File: config.mk
export PLATFORM = sky130hd
export DESIGN_NAME = sig_debounce
export DESIGN_NICKNAME = d
export VERILOG_FILES = /design/src/rtl/sig_debounce.sv
export SDC_FILE = /design/constraint.sdc
export NUM_CORES = 1
export LEC_CHECK = 0
export ABC_AREA = 1
export BUFFER_PORTS_ARGS = -buffer_cell sky130_fd_sc_hd__clkbuf_2
export CAP_MARGIN = 20
export CORE_ASPECT_RATIO = 0.8
export CORE_MARGIN = 2
export CORE_UTILIZATION = 53
export DETAILED_ROUTE_END_ITERATION = 6
export HOLD_SLACK_MARGIN = 0.05
export PLACE_DENSITY = 0.77
export SETUP_SLACK_MARGIN = 0.15
export SLEW_MARGIN = 20
export SYNTH_ARGS = -nofsm -noshare
export SYNTH_HDL_FRONTEND = slang
export SYNTH_SLANG_ARGS = --single-unit
File: constraint.sdc
create_clock -name clk -period 1.9 [get_ports clk]
set_input_delay 0.095 -clock clk [delete_from_list [all_inputs] [get_ports clk]]
set_output_delay 0.095 -clock clk [all_outputs]
set_load 0.1 [all_outputs]
File: src/rtl/sig_debounce.sv
// Board-input conditioner: synchronises a raw pin, qualifies changes over a programmable
// number of time-base ticks, and reports clean level, edge pulses and a rejected-glitch count.
module sig_debounce #(
    parameter int unsigned CNTR_NBITS   = 5,
    parameter logic        DEF_OUTPUT   = 1'b0,
    parameter int unsigned SYNC_STAGES  = 2,
    parameter int unsigned GLITCH_NBITS = 8
) (
    input  logic                    clk,
    input  logic                    reset,
    input  logic [CNTR_NBITS-1:0]   cnt_size,
    input  logic                    cnt_step,
    input  logic                    signal_in,
    input  logic                    glitch_clr,
    output logic                    signal_out,
    output logic                    rise_pulse,
    output logic                    fall_pulse,
    output logic                    stable,
    output logic [GLITCH_NBITS-1:0] glitch_cnt
);

    typedef enum logic {
        StStable = 1'b0,
        StQual   = 1'b1
    } state_e;

    localparam logic [GLITCH_NBITS-1:0] GlitchMax = '1;

    logic [SYNC_STAGES-1:0] sync_q;
    logic                   s;
    state_e                 state_q;
    logic [CNTR_NBITS-1:0]  timer_q;
    logic                   timer_done;

    // Plain flop chain: nothing may sit between stages or metastability settling time is lost.
    always_ff @(posedge clk) begin
        if (reset) begin
            sync_q <= {SYNC_STAGES{DEF_OUTPUT}};
        end else begin
            sync_q <= {sync_q[SYNC_STAGES-2:0], signal_in};
        end
    end

    assign s = sync_q[SYNC_STAGES-1];

    // >= rather than == so a cnt_size lowered below the running timer accepts immediately.
    assign timer_done = (timer_q >= cnt_size);

    always_ff @(posedge clk) begin
        if (reset) begin
            state_q    <= StStable;
            timer_q    <= '0;
            signal_out <= DEF_OUTPUT;
            rise_pulse <= 1'b0;
            fall_pulse <= 1'b0;
            glitch_cnt <= '0;
        end else begin
            rise_pulse <= 1'b0;
            fall_pulse <= 1'b0;
            unique case (state_q)
                StStable: begin
                    timer_q <= '0;
                    if (s != signal_out) begin
                        state_q <= StQual;
                    end
                end
                StQual: begin
                    if (s == signal_out) begin
                        state_q <= StStable;
                        timer_q <= '0;
                        if (glitch_cnt != GlitchMax) begin
                            glitch_cnt <= glitch_cnt + 1'b1;
                        end
                    end else if (cnt_step && timer_done) begin
                        signal_out <= s;
                        rise_pulse <= s;
                        fall_pulse <= ~s;
                        state_q    <= StStable;
                        timer_q    <= '0;
                    end else if (cnt_step) begin
                        timer_q <= timer_q + 1'b1;
                    end
                end
                default: begin
                    state_q <= StStable;
                    timer_q <= '0;
                end
            endcase
            // Clear overrides a same-cycle increment by being the last assignment.
            if (glitch_clr) begin
                glitch_cnt <= '0;
            end
        end
    end

    assign stable = (state_q == StStable);

endmodule

==> summary.md <==
| Metric | Value |
|---|---|
| Die area | `0.00249 mm2` |
| GRT Total Usage | `0.193` |
| Leak | `0.677 nW` |
| Slew HR | `0.641` |
| DRC violation count after routing | `0` |
| Skew final | `5.76 ps` |
| Worst setup SP type | `register` |
| CP max stage delay | `410 ps` |
| GP Congestion | `0.798` |
| Number of warnings issued by yosys | `0` |
| Crit path cell chain | `inv_1 -> ha_1 -> inv_1 -> nand2_1 -> nand2_1 -> nor2_1 -> nor2_4 -> nor2_1 -> nor2_1 -> nor2_1` |
| GRT overflow | `0` |
| CTS buffer count | `3` |
| Period utilization | `0.810` |
| Diode count | `0` |
| Synth Cell Area | `0.00112 mm2` |
| Cell count after synthesis | `170` |
| Clock-pin slew on the worst setup and hold paths | `110 ps` |
| CP Class | `register to register` |
| Buf/Inv on CP | `2` |
| Clk buf depth | `2` |
| Synth area leaders | `dfxtp_1 (34%), nand2_1 (16%), inv_1 (11%)` |
| Final Max Slew Viols | `0` |
| Mapped Nets | `187` |
| Final design utilization | `0.687` |
| Req. time, crit path | `2140 ps` |
| Post-synth top area share | `0.340` |
| Drt first pass iters | `4` |
| H-Tree Level Count | `1` |
| Initial antenna violation count | `0` |
| Share of layout cells above drive strength 1 | `0.202` |
| Largest net degree at the start of global routing | `11` |
| Num ports | `22` |
| Min cycle time layout | `1540 ps` |
| Via density per instance | `4.98` |
| Leading cell type in the layout, fill and taps excluded | `nand2_1` |
| Area leader, netlist | `dfxtp_1` |
| Most frequent cell on the critical path | `nor2_1` |
| Outcome | `finished clean` |
| Area Growth Syn to Fin | `18.5%` |
| Core area | `0.00193 mm2` |
| CP top delay family | `simple AND/OR/NAND/NOR gates` |
| Initial drt markers | `41` |
| Starting Density | `0.580` |
| Final setup vio count | `0` |
| Nets | `216` |
| MaxCap Viol Count | `0` |
| CP max FO | `7` |
| Final Instance Area | `0.00132 mm2` |
| Input/output buffers | `21` |
| Num rows | `14` |
| CTS sink count | `19` |
| Maximum clock rate | `650 MHz` |
| Crit path DAT | `1780 ps` |
| Power per cell area | `502 mW/mm2` |
| Routed WL | `2280 um` |
| Peak VDD IR | `0.000510 V` |
| #FFs+latches synth | `19` |
| Worst Tran Pin Value | `541 ps` |
| Global-route wire length before repair | `3780 um` |
| CP max stage cell | `dfxtp_1` |
| Seq/Total Area, Yosys | `0.340` |
| Netlist cell types | `20` |
| Setup TNS | `0 ps` |
| Critical path capture point type | `register` |
| WL per Instance | `10.3 um` |
| Mean Syn Cell Area | `6.57 um2` |
| Antenna-violating nets left | `0` |
| Width of the chip | `55.3 um` |
| Post-DP Area | `0.00126 mm2` |
| Root Buffer Master | `clkbuf_4` |
| DP HPWL | `1800 um` |
| Die Ht | `45.1 um` |
| Worst skew pair latency | `290 ps` |
| Vias in the first global route | `919` |
| CTS tree | `built` |
| Unrepaired setup endpoints after global routing | `no` |
| Most frequent cells in the layout | `nand2_1 (49), inv_1 (32), clkbuf_2 (21)` |
| Final hold violations | `0` |
| Hold Crit Class | `input pin to register` |
| Via count | `1105` |
stage by stage:
stage | std cells | hold WS [ps] | setup slack, ps | power (mW)
after global routing | 222 | 117 | 184 | 0.696
after CTS | 222 | 104 | 310 | 0.670
after global placement | 215 | 297 | 395 | 0.464
after floorplan | 170 | 164 | 174 | 0.447
final | 222 | 113 | 361 | 0.664
after detailed placement | 215 | 304 | 324 | 0.466
what timing repair did:
| action | in CTS | in global routing |
|---|---|---|
| buffers inserted | 0 | 0 |
| hold buffers | 3 | 0 |
| endpoints found under the setup margin | 0 | 3 |
| endpoints found under the hold margin | 3 | 0 |
| resized for setup | 0 | 1 |
sequential cells by signal, indices dropped and copies added, names as in the netlist:
name and count:
glitch_cnt 8, timer_q 5, sync_q 2, fall_pulse 1
rise_pulse 1, signal_out 1, state_q 1
Yosys cell counts:
cell type  count
a21oi_2        1
nor2_4         2
inv_1         32
ha_1           7
nor2_1        15
a21oi_1       13
nand2_2        1
xnor2_1        2
nand2_1       49
nand2_4        2
xor2_1         1
nand3_1       14
o21ai_0        4
inv_2          1
nand3b_1       1
o21ai_1        1
nand4_1        3
nor4_1         1
nor2_2         1
dfxtp_1       19
logic make-up after synthesis:
| kind of cell | Yosys count | synth area share |
|---|---|---|
| AND/OR/NAND/NOR | 89 | 0.358 |
| XOR/XNOR | 3 | 0.0235 |
| AO/OA/AOI/OAI | 19 | 0.0885 |
| adder cells (fa/ha/maj) | 7 | 0.0784 |
| flip-flops | 19 | 0.340 |
| buffers and inverters | 33 | 0.111 |
layer usage:
| metal | routed length [um] | part of all wire | GRT usage |
|---|---|---|---|
| met2 | 929 | 0.41 | 0.305 |
| met5 | 0 | 0 | 0 |
| met3 | 170 | 0.075 | 0.0688 |
| met1 | 1170 | 0.51 | 0.260 |
| met4 | 8 | 0.0035 | 0.0390 |
layout make-up:
type,count,area (um2)
Multi-Input combinational cell,118,618
Sequential cell,19,390
Timing Repair Buffer,24,135
Clock buffer,4,26.3
Fill cell,173,603
Tap cell,24,30.0
Inverter,33,124
worst reg2reg max path: stages (launching register included):
cell and delay, ps:
dfxtp_1 410, inv_1 80, ha_1 270, inv_1 30, nand2_1 60, nand2_1 50
nor2_1 170, nor2_4 90, nor2_1 150, nor2_1 60, nor2_1 100
final timing paths:
| check | from | endpoint | slack (ps) | cells past startpoint |
|---|---|---|---|---|
| worst max-delay path | timer_q[0] | signal_out | 360 | 10 |
| worst min-delay path | cnt_step | rise_pulse | 110 | 3 |
| worst max register to register | timer_q[0] | signal_out | 360 | 10 |
| worst min register to register | sync_q[0] | sync_q[1] | 400 | 2 |
where the power goes:
| group | internal, mW | total (mW) | leakage (nW) | switching (mW) |
|---|---|---|---|---|
| logic | 0.0217 | 0.0587 | 0.505 | 0.0370 |
| clock network | 0.0816 | 0.202 | 0.0150 | 0.121 |
| registers | 0.401 | 0.403 | 0.158 | 0.00194 |
| total | 0.505 | 0.664 | 0.677 | 0.160 |
No activity file was read; power rests on OpenSTA's default activity.
